--- config.mk ---
export PLATFORM = sky130hd
export DESIGN_NAME = easyobv_instr_seq
export DESIGN_NICKNAME = d
export VERILOG_FILES = /design/src/rtl/easyobv_seq_pkg.sv /design/src/rtl/easyobv_skid_buf.sv /design/src/rtl/easyobv_instr_seq.sv
export SDC_FILE = /design/constraint.sdc
export NUM_CORES = 2
export LEC_CHECK = 0
export CORE_MARGIN = 2
export CORE_UTILIZATION = 56
export CTS_CLUSTER_DIAMETER = 40
export DETAILED_ROUTE_END_ITERATION = 10
export PLACE_DENSITY = 0.74
export SYNTH_ARGS = -nofsm -noshare
export SYNTH_HDL_FRONTEND = slang
export SYNTH_SLANG_ARGS = --single-unit
--- constraint.sdc ---
create_clock -name clk -period 3.4 [get_ports clk]
set_clock_uncertainty 0.05 [all_clocks]
set_input_delay 0.51 -clock clk [delete_from_list [all_inputs] [get_ports clk]]
set_output_delay 0.51 -clock clk [all_outputs]
set_load 0.005 [all_outputs]
--- src/rtl/easyobv_seq_pkg.sv ---
// easyobv_seq_pkg: sequencer state encoding and first-beat latency (EASYOBV_INSTR_SEQ_SKID_EN adds one cycle)
package easyobv_seq_pkg;
    typedef enum logic [1:0] {
        S_LOAD  = 2'd0,
        S_ARMED = 2'd1,
        S_PLAY  = 2'd2,
        S_DONE  = 2'd3
    } seq_state_e;
`ifdef EASYOBV_INSTR_SEQ_SKID_EN
    localparam int FIRST_LAT_C = 3;
`else
    localparam int FIRST_LAT_C = 2;
`endif
endpackage

--- src/rtl/easyobv_skid_buf.sv ---
// easyobv_skid_buf: 2-entry skid buffer; s_ready comes from a register, never from m_ready
module easyobv_skid_buf #(
    parameter int WIDTH = 8
) (
    input  logic             clk,
    input  logic             rst_n,
    input  logic             s_valid,
    input  logic [WIDTH-1:0] s_data,
    output logic             s_ready,
    output logic             held,
    output logic             m_valid,
    output logic [WIDTH-1:0] m_data,
    input  logic             m_ready
);
    logic             sk_valid;
    logic [WIDTH-1:0] sk_data;

    assign s_ready = !sk_valid;
    assign held    = sk_valid;

    // advance the output when it is free or draining, otherwise park the incoming word in the skid slot
    always_ff @(posedge clk or negedge rst_n) begin
        if (!rst_n) begin
            m_valid  <= 1'b0;
            m_data   <= '0;
            sk_valid <= 1'b0;
            sk_data  <= '0;
        end else if (m_ready || !m_valid) begin
            m_valid  <= sk_valid || s_valid;
            m_data   <= sk_valid ? sk_data : s_data;
            sk_valid <= 1'b0;
        end else if (s_valid && !sk_valid) begin
            sk_valid <= 1'b1;
            sk_data  <= s_data;
        end
    end
endmodule

--- src/rtl/easyobv_instr_seq.sv ---
// easyobv_instr_seq: loads a program over AXI-Stream and replays it LOOPS times (0 = forever); EASYOBV_INSTR_SEQ_SKID_EN inserts an output skid buffer
module easyobv_instr_seq
    import easyobv_seq_pkg::*;
#(
    parameter int INSTR_WIDTH = 32,
    parameter int DEPTH       = 64,
    parameter int LOOP_BITS   = 32
) (
    input  logic                         clk,
    input  logic                         rst_n,
    input  logic                         clear,
    input  logic [INSTR_WIDTH-1:0]       prog_tdata,
    input  logic                         prog_tvalid,
    output logic                         prog_tready,
    input  logic                         prog_tlast,
    input  logic                         start,
    input  logic                         stop,
    input  logic [LOOP_BITS-1:0]         loops,
    output logic [INSTR_WIDTH-1:0]       instr_tdata,
    output logic                         instr_tvalid,
    input  logic                         instr_tready,
    output logic                         busy,
    output logic                         done,
    output logic                         overflow,
    output logic [$clog2(DEPTH+1)-1:0]   prog_len,
    output logic [LOOP_BITS-1:0]         loop_cnt
);
    localparam int AW = $clog2(DEPTH);
    localparam int PW = $clog2(DEPTH + 1);

    seq_state_e             state, state_nx;
    logic [INSTR_WIDTH-1:0] mem [DEPTH];
    logic [AW-1:0]          rd_ptr;
    logic [PW-1:0]          last_idx;
    logic [LOOP_BITS-1:0]   loops_q, iss_cnt;
    logic [INSTR_WIDTH:0]   rd_data;
    logic drain, drain_clr, rd_valid, rd_fwd, idle, o_last;
    logic prog_hs, out_hs, start_ok, halt, more, ren, rd_last, fin, wipe, ld_wr;

    assign last_idx = prog_len - PW'(1);
    assign rd_last  = PW'(rd_ptr) == last_idx;
    assign prog_hs  = prog_tvalid && prog_tready;
    assign ld_wr    = state == S_LOAD && prog_hs && prog_len != PW'(DEPTH);
    assign out_hs   = instr_tvalid && instr_tready;
    assign start_ok = start && !clear && (state == S_ARMED || state == S_DONE);
    assign halt     = stop || clear || drain || drain_clr;
    assign more     = loops_q == '0 || iss_cnt != loops_q;
    assign ren      = state == S_PLAY && !halt && more && (!rd_valid || rd_fwd);
    assign fin      = out_hs && o_last && loops_q != '0 && !(loop_cnt + LOOP_BITS'(1) < loops_q);
    assign wipe     = state == S_PLAY ? (clear || drain_clr) && idle : clear;
    assign busy     = state == S_PLAY;

`ifdef EASYOBV_INSTR_SEQ_SKID_EN
    logic                 sk_ready, sk_held;
    logic [INSTR_WIDTH:0] o_data;
    easyobv_skid_buf #(.WIDTH(INSTR_WIDTH + 1)) u_skid (
        .clk     (clk),
        .rst_n   (rst_n),
        .s_valid (rd_valid),
        .s_data  (rd_data),
        .s_ready (sk_ready),
        .held    (sk_held),
        .m_valid (instr_tvalid),
        .m_data  (o_data),
        .m_ready (instr_tready)
    );
    assign rd_fwd = sk_ready;
    assign idle   = !rd_valid && !sk_held && (!instr_tvalid || instr_tready);
    assign {o_last, instr_tdata} = o_data;
`else
    assign rd_fwd       = instr_tready;
    assign idle         = !rd_valid || instr_tready;
    assign instr_tvalid = rd_valid;
    assign {o_last, instr_tdata} = rd_data;
`endif

    // next state: clear beats everything, start leaves ARMED/DONE, stop/clear wait for the presented beat
    always_comb begin
        state_nx = state;
        if (wipe) state_nx = S_LOAD;
        else if (state == S_LOAD) state_nx = prog_hs && prog_tlast ? S_ARMED : S_LOAD;
        else if (start_ok) state_nx = S_PLAY;
        else if (state == S_PLAY) state_nx = fin ? S_DONE : ((stop || drain) && idle ? S_ARMED : S_PLAY);
    end

    // program RAM write port; beats past DEPTH are accepted but never stored
    always_ff @(posedge clk) begin
        if (ld_wr) mem[prog_len[AW-1:0]] <= prog_tdata;
    end

    // control state, read pipeline and pass accounting
    always_ff @(posedge clk or negedge rst_n) begin
        if (!rst_n) begin
            state       <= S_LOAD;
            prog_tready <= 1'b0;
            prog_len    <= '0;
            overflow    <= 1'b0;
            done        <= 1'b0;
            loop_cnt    <= '0;
            loops_q     <= '0;
            iss_cnt     <= '0;
            rd_ptr      <= '0;
            drain       <= 1'b0;
            drain_clr   <= 1'b0;
            rd_valid    <= 1'b0;
            rd_data     <= '0;
        end else begin
            state       <= state_nx;
            prog_tready <= state_nx == S_LOAD;
            drain       <= state == S_PLAY && state_nx == S_PLAY && (drain || stop);
            drain_clr   <= state == S_PLAY && state_nx == S_PLAY && (drain_clr || clear);
            if (ld_wr) begin
                prog_len <= prog_len + PW'(1);
                if (prog_len == PW'(DEPTH - 1) && !prog_tlast) overflow <= 1'b1;
            end
            if (start_ok) begin
                loops_q  <= loops;
                loop_cnt <= '0;
                iss_cnt  <= '0;
                rd_ptr   <= '0;
                done     <= 1'b0;
            end
            if (ren) begin
                rd_ptr   <= rd_last ? '0 : rd_ptr + AW'(1);
                rd_valid <= 1'b1;
                rd_data  <= {rd_last, mem[rd_ptr]};
                if (rd_last) iss_cnt <= iss_cnt + LOOP_BITS'(1);
            end else if (rd_fwd) begin
                rd_valid <= 1'b0;
            end
            if (state == S_PLAY && out_hs && o_last) loop_cnt <= loop_cnt + LOOP_BITS'(1);
            if (fin) done <= 1'b1;
            if (wipe) begin
                prog_len <= '0;
                overflow <= 1'b0;
                done     <= 1'b0;
                loop_cnt <= '0;
            end
        end
    end
endmodule

# [Word-level counts from Yosys, hierarchy flattened]
# Memory sizes are Yosys's and may differ from the RTL's. A register that Yosys moved wholly into a read port is not among the register bits.
# Index checks and enable logic that the tools add are counted.
[word_totals] register_bits=150 latchBits=0 ram_bits=2048 rom_bits=0 input_bits=72 out_inout_bits=76 word_cells=103 mem_count=1
[classes] n_addsub=5 multipliers=0 div=0 magnitude_cmp=1 eq_ne=8 shift=0 muxes=29 bitwise=0 n_reduce_logical=46
[mem_list] memory="mem" words=64 width=32 read_ports=1 rd_clocked_by_memory_dff=1 wr=1 line="easyobv_instr_seq.sv:32" text="logic [INSTR_WIDTH-1:0] mem [DEPTH];"
[ops] operator="two-way mux 32 bit" count=6
[ops] operator="adder 32 x 1 -> 32 bit, second input constant" count=2
[ops] operator="logical NOT 32 bit" count=1
[ops] operator="< comparator 32 bit" count=1
[ops] operator="!= test 32 bit" count=1
[ops] operator="nonzero test 32 bit" count=1
[ops] operator="logical AND 1 bit" count=21
[ops] operator="two-way mux 6 bit" count=3
[ops] operator="two-way mux 7 bit" count=2
[ops] operator="two-way mux 1 bit" count=12
[ops] operator="two-way mux 2 bit" count=6
[ops] operator="logical OR 1 bit" count=8
[ops] operator="nonzero test 2 bit" count=4
[ops] operator="adder 7 x 1 -> 7 bit, second input constant" count=1
[ops] operator="equality test 6 x 7 -> 1 bit" count=1
[ops] operator="equality test 7 x 6 -> 1 bit, second input constant" count=1
[ops] operator="!= test 7 bit, second input constant" count=1
[ops] operator="subtractor 7 x 1 -> 7 bit, second input constant" count=1
[ops] operator="adder 6 x 1 -> 6 bit, second input constant" count=1
[ops] operator="equality test 2 bit, second input constant" count=3
[ops] operator="logical NOT 1 bit" count=6
[ops] operator="nonzero test 3 bit" count=2
[ops] operator="logical NOT 2 bit" count=2
[ops] operator="equality test 2 x 1 -> 1 bit, second input constant" count=1
[ops] operator="AND reduction 2 bit" count=1

# [Longest topological paths before layout]
[logic_depth] word_depth=12 depth_mapped=14 mapped_depth_nobuf=13

# [Least setup slack after synthesis]
# No wires, ideal clock.
[synth_timing] path_type="reg-to-reg" from="reg prog_len[0]" to="mem mem[24][0] (enable)" setup_ns=0.421 arrival_ns=3.281 required_ns=2.929 slack_ns=-0.353 stages_incl_launch_ff=10 n_path_buf=2 period_less_slack_ns=3.753 path_cell_list="dfrtp_1 buf_6 inv_1 ha_1 nand2b_1 o311a_1 clkbuf_1 nor2b_1 nand3_1 nor2_1"
[synth_via] elab_chain_cells=4
[synth_lines] element="from (decl)" line="easyobv_instr_seq.sv:25" text="output logic [$clog2(DEPTH+1)-1:0] prog_len,"
[synth_lines] element="from (signal assigned)" line="easyobv_instr_seq.sv:113" text="prog_len <= prog_len + PW'(1);"
[synth_lines] element="!= test 7 bit" line="easyobv_instr_seq.sv:43" text="assign ld_wr = state == S_LOAD && prog_hs && prog_len != PW'(DEPTH);"
[synth_lines] element="logical AND 1 bit" line="easyobv_instr_seq.sv:43"
[synth_lines] element="two-way mux 1 bit" line="easyobv_instr_seq.sv:88" text="if (ld_wr) mem[prog_len[AW-1:0]] <= prog_tdata;"
[synth_lines] element="two-way mux 1 bit (implied by the code)" line="easyobv_instr_seq.sv:88"
[synth_lines] element="to (decl)" line="easyobv_instr_seq.sv:32"
# Several ways; a longest one is shown, not always the timed one.

# [Worst setup path after layout]
[layout_timing] from="reg loop_cnt[0]" to="reg state[1]"
[layout_via] elab_chain_cells=9
[layout_lines] element="from (decl)" line="easyobv_instr_seq.sv:26" text="output logic [LOOP_BITS-1:0] loop_cnt"
[layout_lines] element="from (signal assigned)" line="easyobv_instr_seq.sv:131" text="if (state == S_PLAY && out_hs && o_last) loop_cnt <= loop_cnt + LOOP_BITS'(1);"
[layout_lines] element="adder 32 x 1 -> 32 bit" line="easyobv_instr_seq.sv:49" text="assign fin = out_hs && o_last && loops_q != '0 && !(loop_cnt + LOOP_BITS'(1) < loops_q);"
[layout_lines] element="< comparator 32 bit" line="easyobv_instr_seq.sv:49"
[layout_lines] element="logical NOT 1 bit" line="easyobv_instr_seq.sv:49"
[layout_lines] element="logical AND 1 bit" line="easyobv_instr_seq.sv:49"
[layout_lines] element="two-way mux 2 bit (2 in a row)" line="easyobv_instr_seq.sv:83" text="else if (state == S_PLAY) state_nx = fin ? S_DONE : ((stop || drain) && idle ? S_ARMED : S_PLAY);"
[layout_lines] element="two-way mux 2 bit" line="easyobv_instr_seq.sv:82" text="else if (start_ok) state_nx = S_PLAY;"
[layout_lines] element="two-way mux 2 bit" line="easyobv_instr_seq.sv:81" text="else if (state == S_LOAD) state_nx = prog_hs && prog_tlast ? S_ARMED : S_LOAD;"
[layout_lines] element="two-way mux 2 bit" line="easyobv_instr_seq.sv:80" text="if (wipe) state_nx = S_LOAD;"
[layout_lines] element="via state_nx[1]" line="easyobv_instr_seq.sv:31" text="seq_state_e state, state_nx;"
[layout_lines] element="to (signal assigned)" line="easyobv_instr_seq.sv:108" text="state <= state_nx;"
[layout_lines] element="to (decl)" line="easyobv_instr_seq.sv:31"
# The timed path passes the listed nets, and every way through them passes these cells.
# A chain may end at the register's enable or synchronous reset.

==> impl_metrics.json <==
{
  "status": "finished, violations left",
  "violations": "negative setup slack",
  "track_usage_pct": 28.9,
  "fin_crit_sh_pct": 104,
  "seq_area_frac_synth_pct": 75.4,
  "area_growth_pct": 17.2,
  "cp.arrival_ns": 4.21,
  "crit_path_frequent_cell": "buf_4",
  "path_max_fanout": 4,
  "maxCapViolations": 0,
  "core_sq_mm": 0.154,
  "final_antenna_net_count": 0,
  "nets": 4941,
  "wire_per_inst_um": 31.7,
  "layout_setup_ws_ns": -0.124,
  "pwr-share-clk_pct": 39.9,
  "grt-ovfl-total": 0,
  "slew_headroom_pct": 12.1,
  "start_util_pct": 56.3,
  "cts-root-buf": "clkbuf_16",
  "synth_area_sq_mm": 0.0865,
  "worst_pin_slew_ns": 1.32,
  "worstSetupPathType": "reg -> reg",
  "grt_max_degree": 99,
  "p_seq_share_pct": 46.4,
  "crit_required_ns": 4.09,
  "clk_latency_ns": 0.86,
  "first_pass_iters": 6,
  "die_x_um": 397,
  "synth-edff-count": 2048,
  "intPower_mw": 47.9,
  "crit-reg2reg-launch": "loop_cnt[0]",
  "syn_nets": 4499,
  "startpoint_type": "flop",
  "via_per_inst": 6.62,
  "finalPower_mw": 65.1,
  "htree_levels": 4,
  "die_h_um": 397,
  "synth-async-reset-ratio_pct": 6.82,
  "numPortBuffers": 147,
  "drt-total-wl_um": 225000,
  "drv_slew": 0,
  "grt_pass1_vias": 47328,
  "cts_sinks": 2198,
  "max_freq_mhz": 284,
  "synth.area.top_cells": "edfxtp_1 71%, mux4_2 12%, dfrtp_1 4.3%",
  "hold_ws_ns": 0.143,
  "leakage_nw": 32.6,
  "synth_top_cell_by_area": "edfxtp_1",
  "synth.distinct_cells": 69,
  "slowest_delay_ns": 0.44,
  "route.detailed.drc": 0,
  "p_sw_mw": 17.2,
  "hold_class": "in -> reg",
  "setup_tns_ns": -0.316,
  "num_rows": 144,
  "cts_tree": "built",
  "io_pins": 148,
  "layout-drive-gt1-share_pct": 27.1,
  "rsz0062_at_grt": "yes",
  "vdd_ir_drop_max_v": 0.000516,
  "grt_pass1_wl_um": 327000,
  "place_congestion": 0.872,
  "pwr_density_cell_mw_per_mm2": 642,
  "synth_flop_cell": "edfxtp_1",
  "setup_viol": 3,
  "hold_violations": 0,
  "syn-instance-count": 4391,
  "period_minus_slack_ns": 3.52,
  "swShare_pct": 26.4,
  "dp_hpwl_um": 124000,
  "vias": 46935,
  "comb_power_share_pct": 13.6,
  "crit_slowest_cell": "or4_4",
  "dieArea_sq_mm": 0.158,
  "path_clk_slew_ns": 0.06,
  "yosysWarningCount": 0,
  "drt_iter0_drc": 6196,
  "numCtsBuffers": 238,
  "ys_ff_latch": 2198,
  "cp-end-kind": "flop",
  "cp_cell_sequence": "ha_2, nand3_2, or4_4, nor4b_4, buf_4, nand4_1, xnor2_1, ha_1, a21o_1, a21o_1, a221oi_2, buf_4, o31ai_1, o211ai_1, buf_4, a31oi_1",
  "startpoint": "loop_cnt[0]",
  "min_from": "loops[0]",
  "yosys.area.top_type_share_pct": 71.1,
  "antenna_found_initial": 5,
  "cts.path.max_buffers": 3,
  "syn_area_per_cell_sq_um": 19.7
}
layer usage:
layer	vias to the layer above	track usage (%)	share of wire, %	routed length [um]
met2	3021	45.6	48	108000
met3	478	5.89	11	24000
met1	24389	39.9	37	83300
met5	-	0	0.0098	22
met4	4	12.0	4.4	9830
li1	19043	-	-	-
flip-flops by register name, summed over array words and instances (netlist names):
signal	cells
state	2
iss_cnt	32
overflow	1
mem	2048
rd_ptr	6
done	1
drain	1
prog_len	7
loop_cnt	32
drain_clr	1
rd_data	33
loops_q	32
instr_tvalid	1
prog_tready	1
layout make-up:
cell class,instances,area [sq um]
Fill cell,9633,52300
Inverter,47,176
Timing Repair Buffer,489,5010
Antenna cell,2,5.00
Clock inverter,165,1890
Multi-Input combinational cell,1859,20300
Sequential cell,2198,65300
Tap cell,2044,2560
Clock buffer,283,6160
power groups by stage:
stage          Combinational (mW)  Sequential [mW]  Clock (mW)
6_report                     8.88             30.2        26.0
5_1_grt                      9.21             30.3        27.3
4_1_cts                      8.79             30.2        26.2
3_5_place_dp                 8.65             30.8           0
3_3_place_gp                 8.55             30.8           0
2_1_floorplan                4.40             30.6           0
critical path: cells and delay by family, from the launching register on:
family          cells  cell delay [ns]
xor+xnor            1             0.17
flops               1             0.38
simple gates        4             0.95
buf+inv             3             0.51
compound gates      6             0.94
fa+ha+maj           2             0.39
cell usage after synthesis (all sizes together), types with 22 or more instances:
library cell	count
a211oi	30
a21oi	162
a22o	73
a22oi	94
buf	153
clkbuf	134
dfrtp	150
edfxtp	2048
ha	36
inv	47
mux2i	105
mux4	476
nand2	126
nand3	65
nor2	127
nor3	28
o21ai	161
o221ai	37
o22ai	36
o31ai	42
or2	29
xnor2	22
xor2	50
path summary, 6_finish.rpt:
kind                                     to  slack, ns  depth (start not counted)
min in group asynchronous             drain       0.22                          2
worst max register to register     state[1]      -0.12                         16
worst min-delay path             loops_q[0]       0.14                          3
worst min register to register  iss_cnt[31]       0.44                          1
worst max-delay path               state[1]      -0.12                         16
max in group asynchronous        rd_data[4]       2.32                          3
layout by cell type (no fill, tap or decap), types with 9 or more instances in the layout:
cell type	netlist	final
a211oi_1	30	30
a21o_1	9	9
a21oi_1	162	162
a22o_1	73	73
a22oi_1	94	94
and3_1	17	17
buf_12	0	90
buf_2	74	32
buf_4	43	251
bufinv_16	0	23
clkbuf_1	133	41
clkbuf_16	0	238
clkdlybuf4s50_1	0	114
clkinv_1	0	27
clkinv_2	0	33
clkinv_4	0	18
clkinvlp_4	0	19
dfrtp_1	150	147
edfxtp_1	2048	2048
ha_1	36	35
inv_1	47	45
inv_6	0	21
mux2i_1	105	105
mux4_2	476	476
nand2_1	126	124
nand2b_1	11	10
nand3_1	65	62
nand4_1	18	18
nor2_1	127	59
nor2_4	0	66
nor3_1	26	25
nor4_1	19	17
o21ai_0	159	157
o221ai_1	37	37
o22ai_1	36	36
o31ai_1	42	41
or2_2	29	29
xnor2_1	22	21
xor2_1	50	49
cells by family (layout without fill, tap and decap cells):
kind of cell	count (synthesis)	count (layout)	synth area share [%]
xor+xnor	72	72	0.729
mux	583	583	13.6
simple gates	482	482	2.71
buf+inv	334	984	1.80
fa+ha+maj	36	36	0.521
flops	2198	2198	75.4
compound gates	686	686	5.19
other cells	0	2	0
what timing repair did:
action,CTS,global route
resized for setup,8,8
pin swaps,3,5
endpoints found under the setup margin,4,4
setup buffers,20,2
hold endpoints to repair,72,0
hold buffers,1,0
stage by stage:
step / setup slack (ns) / area [sq um] / instances / utilization (%)
after floorplan: -0.353 / 86600 / 4391 / -
after global placement: -0.267 / 93100 / 6616 / 60.5
after detailed placement: -0.315 / 93100 / 6616 / 60.5
after CTS: -0.106 / 101000 / 7085 / 65.9
after global routing: -0.326 / 101000 / 7085 / 66.0
final: -0.124 / 101000 / 7087 / 66.0
(Power assumes the default switching activity.)
